### src/rtl/vga_timing_gen_if.sv
// VGA raster timing bundle: beam position, video qualifier, syncs and markers.
// The timing generator drives it through the master modport, and renderers
// observe it through the slave modport.
interface vga_timing_gen_if;
  logic [9:0]  DrawX;
  logic [9:0]  DrawY;
  logic        blank;
  logic        hs;
  logic        vs;
  logic        line_end;
  logic        frame_start;
  logic [15:0] frame_count;

  modport master (
    output DrawX,
    output DrawY,
    output blank,
    output hs,
    output vs,
    output line_end,
    output frame_start,
    output frame_count
  );

  modport slave (
    input DrawX,
    input DrawY,
    input blank,
    input hs,
    input vs,
    input line_end,
    input frame_start,
    input frame_count
  );
endinterface

### src/rtl/vga_timing_gen.sv
// VGA raster timing generator (640x480 @ 60 Hz by default).
// DrawX/DrawY are the counter registers. Every decoded output is a register
// loaded from the next-state counter values. Each decoded output therefore
// lines up with the position it describes, and no combinational logic sits
// between the counters and the ports.
module vga_timing_gen #(
  parameter int H_VISIBLE = 640,
  parameter int H_FRONT   = 16,
  parameter int H_SYNC    = 96,
  parameter int H_BACK    = 48,
  parameter int V_VISIBLE = 480,
  parameter int V_FRONT   = 10,
  parameter int V_SYNC    = 2,
  parameter int V_BACK    = 33
) (
  input  logic              vga_clk,
  input  logic              reset,
  vga_timing_gen_if.master  vga
);

  localparam int H_TOTAL = H_VISIBLE + H_FRONT + H_SYNC + H_BACK;
  localparam int V_TOTAL = V_VISIBLE + V_FRONT + V_SYNC + V_BACK;

  // All position compares are done on 10-bit unsigned values.
  localparam logic [9:0] H_LAST     = 10'(H_TOTAL - 1);
  localparam logic [9:0] V_LAST     = 10'(V_TOTAL - 1);
  localparam logic [9:0] H_VIS      = 10'(H_VISIBLE);
  localparam logic [9:0] V_VIS      = 10'(V_VISIBLE);
  localparam logic [9:0] HS_START   = 10'(H_VISIBLE + H_FRONT);
  localparam logic [9:0] HS_END     = 10'(H_VISIBLE + H_FRONT + H_SYNC);
  localparam logic [9:0] VS_START   = 10'(V_VISIBLE + V_FRONT);
  localparam logic [9:0] VS_END     = 10'(V_VISIBLE + V_FRONT + V_SYNC);

  // Counter state
  logic [9:0]  x_q, x_d;
  logic [9:0]  y_q, y_d;
  logic [15:0] frame_count_q, frame_count_d;

  // Registered decodes
  logic blank_q, blank_d;
  logic hs_q, hs_d;
  logic vs_q, vs_d;
  logic line_end_q, line_end_d;
  logic frame_start_q, frame_start_d;

  // Next-state counters: advance one pixel, wrap line and frame, count frames.
  always_comb begin
    x_d           = x_q + 10'd1;
    y_d           = y_q;
    frame_count_d = frame_count_q;
    // Use >= so that an out-of-range counter recovers at the next wrap
    // instead of running through the full 10-bit range.
    if (x_q >= H_LAST) begin
      x_d = 10'd0;
      if (y_q >= V_LAST) begin
        y_d           = 10'd0;
        frame_count_d = frame_count_q + 16'd1;
      end else begin
        y_d = y_q + 10'd1;
      end
    end else begin
      y_d = y_q;
    end
  end

  // Decode outputs from the next-state position so they register alongside it.
  always_comb begin
    blank_d       = (x_d < H_VIS) && (y_d < V_VIS);
    hs_d          = !((x_d >= HS_START) && (x_d < HS_END));
    line_end_d    = (x_d == H_LAST);
    frame_start_d = (x_d == 10'd0) && (y_d == 10'd0);
    // Vertical sync covers whole lines and updates only at the start of a line.
    if (x_d == 10'd0) begin
      vs_d = !((y_d >= VS_START) && (y_d < VS_END));
    end else begin
      vs_d = vs_q;
    end
  end

  // Counter registers, with synchronous reset to the top-left corner.
  always_ff @(posedge vga_clk) begin
    if (reset) begin
      x_q           <= 10'd0;
      y_q           <= 10'd0;
      frame_count_q <= 16'd0;
    end else begin
      x_q           <= x_d;
      y_q           <= y_d;
      frame_count_q <= frame_count_d;
    end
  end

  // Output decode registers; reset blanks the pixel and releases both syncs at once.
  always_ff @(posedge vga_clk) begin
    if (reset) begin
      blank_q       <= 1'b0;
      hs_q          <= 1'b1;
      vs_q          <= 1'b1;
      line_end_q    <= 1'b0;
      frame_start_q <= 1'b0;
    end else begin
      blank_q       <= blank_d;
      hs_q          <= hs_d;
      vs_q          <= vs_d;
      line_end_q    <= line_end_d;
      frame_start_q <= frame_start_d;
    end
  end

  assign vga.DrawX       = x_q;
  assign vga.DrawY       = y_q;
  assign vga.blank       = blank_q;
  assign vga.hs          = hs_q;
  assign vga.vs          = vs_q;
  assign vga.line_end    = line_end_q;
  assign vga.frame_start = frame_start_q;
  assign vga.frame_count = frame_count_q;

endmodule

### src/flat_wrapper.sv
// flat-port wrapper written by rule: the top's interface ports become plain ports
module vga_timing_gen_flat 
#(
  parameter int H_VISIBLE = 640,
  parameter int H_FRONT   = 16,
  parameter int H_SYNC    = 96,
  parameter int H_BACK    = 48,
  parameter int V_VISIBLE = 480,
  parameter int V_FRONT   = 10,
  parameter int V_SYNC    = 2,
  parameter int V_BACK    = 33
)
  (vga_clk, reset, vga_DrawX, vga_DrawY, vga_blank, vga_hs, vga_vs, vga_line_end, vga_frame_start, vga_frame_count);
  vga_timing_gen_if vga_i ();
  input  logic vga_clk;
  input  logic reset;
  output wire logic [$bits(vga_i.DrawX)-1:0] vga_DrawX;
  output wire logic [$bits(vga_i.DrawY)-1:0] vga_DrawY;
  output wire logic [$bits(vga_i.blank)-1:0] vga_blank;
  output wire logic [$bits(vga_i.hs)-1:0] vga_hs;
  output wire logic [$bits(vga_i.vs)-1:0] vga_vs;
  output wire logic [$bits(vga_i.line_end)-1:0] vga_line_end;
  output wire logic [$bits(vga_i.frame_start)-1:0] vga_frame_start;
  output wire logic [$bits(vga_i.frame_count)-1:0] vga_frame_count;
  assign vga_DrawX = vga_i.DrawX;
  assign vga_DrawY = vga_i.DrawY;
  assign vga_blank = vga_i.blank;
  assign vga_hs = vga_i.hs;
  assign vga_vs = vga_i.vs;
  assign vga_line_end = vga_i.line_end;
  assign vga_frame_start = vga_i.frame_start;
  assign vga_frame_count = vga_i.frame_count;
  vga_timing_gen #(.H_VISIBLE(H_VISIBLE), .H_FRONT(H_FRONT), .H_SYNC(H_SYNC), .H_BACK(H_BACK), .V_VISIBLE(V_VISIBLE), .V_FRONT(V_FRONT), .V_SYNC(V_SYNC), .V_BACK(V_BACK)) u_core (.vga_clk(vga_clk), .reset(reset), .vga(vga_i));
endmodule
### config.mk
export PLATFORM = sky130hd
export DESIGN_NAME = vga_timing_gen_flat
export DESIGN_NICKNAME = d
export VERILOG_FILES = /design/src/rtl/vga_timing_gen_if.sv /design/src/rtl/vga_timing_gen.sv /design/src/flat_wrapper.sv
export SDC_FILE = /design/constraint.sdc
export NUM_CORES = 1
export LEC_CHECK = 0
export ABC_AREA = 1
export CAP_MARGIN = 30
export CORE_UTILIZATION = 57
export DETAILED_ROUTE_END_ITERATION = 7
export PLACE_DENSITY = 0.95
export SLEW_MARGIN = 20
export SYNTH_ARGS = -nofsm -noshare
export SYNTH_HDL_FRONTEND = slang
export SYNTH_SLANG_ARGS = --single-unit
### constraint.sdc
create_clock -name vga_clk -period 5.07 [get_ports vga_clk]
set_input_delay 1.521 -clock vga_clk [delete_from_list [all_inputs] [get_ports vga_clk]]
set_output_delay 1.521 -clock vga_clk [all_outputs]
set_load 0.01 [all_outputs]
==> results of run 1 <==
## kinds of logic after synthesis
family,count (synthesis),synth area share
flip-flops,41,0.343
XOR/XNOR,2,0.00733
AND/OR/NAND/NOR,239,0.484
buffers and inverters,55,0.0937
adder cells (fa/ha/maj),4,0.0209
AO/OA/AOI/OAI,21,0.0508
## layer usage
metal / GRT usage / share of wire
met1: 0.326 / 0.43
met4: 0.122 / 0.019
met5: 0 / 0
met2: 0.487 / 0.49
met3: 0.0565 / 0.063
## final cells by class
class,instances,area [sq um]
Multi-Input combinational cell,266,1350
Fill cell,323,1050
Sequential cell,41,821
Timing Repair Buffer,43,428
Inverter,50,190
Clock buffer,7,96.3
Tap cell,50,62.6
Clock inverter,1,5.00
## final timing paths
check	endpoint	cells past startpoint	slack, ns	startpoint
hold reg to reg	u_core.vga.frame_count[8]$_SDFFE_PP0P_	2	0.48	u_core.vga.frame_count[8]$_SDFFE_PP0P_
setup / recovery	vga_DrawX[5]	1	2.16	u_core.vga.DrawX[5]$_SDFF_PP0_
setup reg to reg	u_core.vga.frame_count[12]$_SDFFE_PP0P_	10	2.86	u_core.vga.DrawX[0]$_SDFF_PP0_
hold / removal	u_core.vga.frame_count[8]$_SDFFE_PP0P_	2	0.48	u_core.vga.frame_count[8]$_SDFFE_PP0P_
## cell usage after synthesis (3+ instances only)
library cell  number
a21oi_1            9
dfxtp_1           41
ha_1               4
inv_1             44
nand2_1           97
nand2_2            5
nand3_1           36
nand4_1            8
nor2_1            59
nor2_2             3
nor2_4             4
nor3_1            12
o21ai_0            5
o21ai_1            3
## worst min-delay path, cell delays in order (launching register included)
cell and delay (ns):
dfxtp_1 0.33, inv_1 0.07, a21oi_2 0.04
## flip-flops by register name, summed over array words and instances (netlist names)
register	count
u_core.vga.frame_count	16
u_core.vga.DrawX	10
u_core.vga.DrawY	10
u_core.vga.blank	1
u_core.vga.frame_start	1
u_core.vga.hs	1
u_core.vga.line_end	1
u_core.vga.vs	1
## through the flow
stage | power [mW] | utilization | setup slack, ns
after floorplan | 0.353 | - | 2.75
after global placement | 0.365 | 0.712 | 2.08
after detailed placement | 0.366 | 0.712 | 2.06
after CTS | 0.601 | 0.737 | 2.15
after global routing | 0.619 | 0.737 | 2.13
final | 0.595 | 0.737 | 2.16
## power breakdown
group / internal [mW] / switching, mW
clock network: 0.123 / 0.113
registers: 0.325 / 0.00355
logic: 0.0129 / 0.0164
==> flow_summary.json, run 1 <==
{
  "outcome": "completed",
  "slew_viol_final": 0,
  "post_cts_buffers": 0,
  "place_inst": 450,
  "crit_family": "buffers and inverters",
  "fp-row-count": 23,
  "slowest_stage": "clkdlybuf4s50_1",
  "viasPerCell": 5.26,
  "synthArstFlopShare": 0,
  "ioPinCount": 43,
  "critPathMaxStageDelay_ns": 0.60,
  "skew_ns": 0.00631,
  "layout_commonest_cell": "nand2_1",
  "antenna_found_initial": 0,
  "setup_tns_ns": 0,
  "syn_area_per_cell_sq_um": 6.60,
  "drtPass1Iterations": 5,
  "cp.required_ns": 3.55,
  "syn2layout_area_growth_pct": 23.4,
  "fin_area_sq_um": 2950,
  "die_w_um": 66.8,
  "grt_pass1_wl_um": 9280,
  "drc": 0,
  "start_util": 0.597,
  "finalSetupViolCount": 0,
  "worstPathCellList": "clkdlybuf4s50_1",
  "cts-root-buf": "clkbuf_8",
  "path_class": "reg -> out",
  "min_period_over_period": 0.574,
  "drive_gt1_frac": 0.0956,
  "fmax_mhz": 344,
  "num_antenna_cells": 0,
  "max-slew-margin-rel": 0.695,
  "cap_violations": 0,
  "worstMarginPinSlew_ns": 0.457,
  "synth_top_area_frac": 0.343,
  "synth_area_leaders": "dfxtp_1, nand2_1, nor2_1, nand3_1, inv_1",
  "peakVddDrop_uv": 202,
  "clkTransAtPathRegs_ns": 0.08,
  "crit_arrival_ns": 1.39,
  "synth_top_area_cell": "dfxtp_1",
  "cts_resized": 0,
  "cts_tree": "built",
  "track_usage": 0.279,
  "die_y_um": 66.8,
  "htree_levels": 2,
  "design.die.area_sq_um": 4460,
  "path_buf_inv": 1,
  "rsz0062_at_grt": "no",
  "overflow": 0,
  "yosysWarnings": 0,
  "syn_inst": 362,
  "period_minus_slack_ns": 2.91,
  "fin_cells": 458,
  "dr_total_vias": 2407,
  "start_kind": "flip-flop",
  "fin_hold_ws_ns": 0.483,
  "portBuffers": 42,
  "clk_path_buf_depth": 2,
  "placed_area_sq_um": 2850,
  "drt_iter0_markers": 161,
  "synth_edf_count": 0,
  "fin_nets": 413,
  "clock_sinks": 41,
  "ctsHoldBuffers": 0,
  "coreArea_sq_um": 4000,
  "layout_common_cells": "nand2_1, nor2_1, inv_1",
  "clk_latency_ns": 0.30,
  "syn-num-nets": 368,
  "grt_max_degree": 31,
  "synth_seq_cells": 41,
  "yosysUniqueCellTypes": 38,
  "power_density_nw_per_um2": 202,
  "numCtsBuffers": 5,
  "wl_per_cell_um": 12.2,
  "synth_area_sq_um": 2390,
  "antenna_left": 0,
  "routabilityCongestion": 0.893,
  "leakage_nw": 1.25,
  "dp_hpwl_um": 4240,
  "hold_viol": 0,
  "ys.flop_type": "dfxtp_1",
  "synth-seq-area-share": 0.343,
  "grt_pass1_vias": 2127,
  "totalWireLength_um": 5590,
  "end_kind": "output pin",
  "hold_class": "reg -> reg",
  "worstPathMaxFanout": 8
}
No activity file was read; power rests on OpenSTA's default activity.
==> inputs of run 2 (changes only) <==
--- a/config.mk
+++ b/config.mk
@@ -7,9 +7,9 @@
 export LEC_CHECK = 0
 export ABC_AREA = 1
 export CAP_MARGIN = 30
-export CORE_UTILIZATION = 57
+export CORE_UTILIZATION = 47
 export DETAILED_ROUTE_END_ITERATION = 7
-export PLACE_DENSITY = 0.95
+export PLACE_DENSITY = 0.87
 export SLEW_MARGIN = 20
 export SYNTH_ARGS = -nofsm -noshare
 export SYNTH_HDL_FRONTEND = slang
==> constraint.sdc (replaced) <==
create_clock -name vga_clk -period 2.45 [get_ports vga_clk]
set_input_delay 0.735 -clock vga_clk [delete_from_list [all_inputs] [get_ports vga_clk]]
set_output_delay 0.735 -clock vga_clk [all_outputs]
set_load 0.01 [all_outputs]
==> flow_summary.json, run 2 (same netlist as run 1, synthesis figures left out) <==
{
  "outcome": "completed",
  "min_period_over_period": 0.894,
  "fmax_mhz": 456,
  "cap_violations": 0,
  "hold_class": "reg -> reg",
  "period_minus_slack_ns": 2.19,
  "overflow": 0,
  "drtPass1Iterations": 4,
  "p_sw_mw": 0.279,
  "largest_register_ffs": 16,
  "clkTransAtPathRegs_ns": 0.08,
  "swShare": 0.202,
  "layout_common_cells": "nand2_1, nor2_1, inv_1",
  "clock_sinks": 41,
  "slowest_stage": "clkdlybuf4s50_1",
  "worstMarginPinSlew_ns": 0.452,
  "hold_viol": 0,
  "totalWireLength_um": 5800,
  "worstPathMaxFanout": 8,
  "combPwrFrac": 0.045,
  "fp-row-count": 25,
  "antenna_left": 0,
  "grt_pass1_vias": 2218,
  "ioPinCount": 43,
  "routabilityCongestion": 0.906,
  "dp_hpwl_um": 4390,
  "clk_latency_ns": 0.30,
  "start_kind": "flip-flop",
  "grt_pass1_wl_um": 9790,
  "clock_power_share": 0.463,
  "grt_max_degree": 30,
  "power_frac_seq": 0.492,
  "post_cts_buffers": 0,
  "rsz0062_at_grt": "no",
  "crit_family": "buffers and inverters",
  "track_usage": 0.234,
  "power_density_nw_per_um2": 461,
  "drive_gt1_frac": 0.0956,
  "wl_per_cell_um": 12.2,
  "end_kind": "output pin",
  "fin_nets": 413,
  "num_antenna_cells": 0,
  "slew_viol_final": 0,
  "start_util": 0.496,
  "drc": 0,
  "setup_tns_ns": 0,
  "p_total_mw": 1.38,
  "die_y_um": 73.3,
  "drt_iter0_markers": 222,
  "crit_arrival_ns": 1.46,
  "coreArea_sq_um": 4820,
  "antenna_found_initial": 0,
  "die_w_um": 73.3,
  "viasPerCell": 5.12,
  "peakVddDrop_uv": 357,
  "cts-root-buf": "clkbuf_8",
  "leakage_nw": 1.27,
  "syn2layout_area_growth_pct": 25.6,
  "fill_cells": 446,
  "numCtsBuffers": 5,
  "cp.required_ns": 1.71,
  "path_buf_inv": 1,
  "portBuffers": 42,
  "max-slew-margin-rel": 0.698,
  "htree_levels": 2,
  "finalSetupViolCount": 0,
  "cts_tree": "built",
  "ctsHoldBuffers": 0,
  "dr_total_vias": 2432,
  "intPower_mw": 1.11,
  "clk_path_buf_depth": 2,
  "design.die.area_sq_um": 5370,
  "critPathMaxStageDelay_ns": 0.61,
  "worstPathCellList": "clkdlybuf4s50_1",
  "layout_commonest_cell": "nand2_1",
  "skew_ns": 0.0115,
  "path_class": "reg -> out",
  "cts_resized": 0
}
## run 2: changes by cell type in the layout (fill, tap and decap cells not counted), sizes merged
cell | previous run | this run
bufinv | 0 | 2
clkbuf | 7 | 5
## run 2: layout make-up
class / count / area (sq um) / share of cell area
inverters: 50 / 190 / 0.0634
repair buffers: 43 / 428 / 0.143
well taps: 67 / 83.8 / 0.0279
multi-input cells: 266 / 1350 / 0.448
clock inverters: 3 / 65.1 / 0.0217
flip-flops and latches: 41 / 821 / 0.273
clock buffers: 5 / 68.8 / 0.0229
## run 2: power by group through the flow
| stage | Combinational, mW | Sequential, mW | Clock [mW] |
|---|---|---|---|
| floorplan | 0.0318 | 0.699 | 0 |
| global placement | 0.0610 | 0.696 | 0 |
| detailed placement | 0.0619 | 0.696 | 0 |
| CTS | 0.0627 | 0.681 | 0.647 |
| global route | 0.0704 | 0.682 | 0.669 |
| finish | 0.0623 | 0.681 | 0.641 |
## run 2: stage by stage
stage	cells	setup WS (ns)	utilization	hold WS [ns]	instance area, sq um
after floorplan	362	0.632	-	0.489	2390
after global placement	467	0.463	0.595	0.457	2870
after detailed placement	467	0.399	0.595	0.462	2870
after CTS	475	0.268	0.623	0.477	3000
after global routing	475	0.192	0.623	0.513	3000
final	475	0.259	0.623	0.473	3000
## run 2: path summary, 6_finish.rpt
kind	endpoint	startpoint	slack (ns)	cells past startpoint
worst min-delay path	u_core.vga.frame_count[8]$_SDFFE_PP0P_	u_core.vga.frame_count[8]$_SDFFE_PP0P_	0.47	2
worst max register to register	u_core.vga.frame_count[12]$_SDFFE_PP0P_	u_core.vga.DrawX[0]$_SDFF_PP0_	0.38	10
worst max-delay path	vga_DrawX[5]	u_core.vga.DrawX[5]$_SDFF_PP0_	0.26	1
worst min register to register	u_core.vga.frame_count[8]$_SDFFE_PP0P_	u_core.vga.frame_count[8]$_SDFFE_PP0P_	0.47	2
## run 2: layer usage
layer | track usage | part of all wire
met5 | 0 | 0
met1 | 0.308 | 0.46
met2 | 0.386 | 0.47
met4 | 0.0748 | 0.0086
met3 | 0.0466 | 0.069
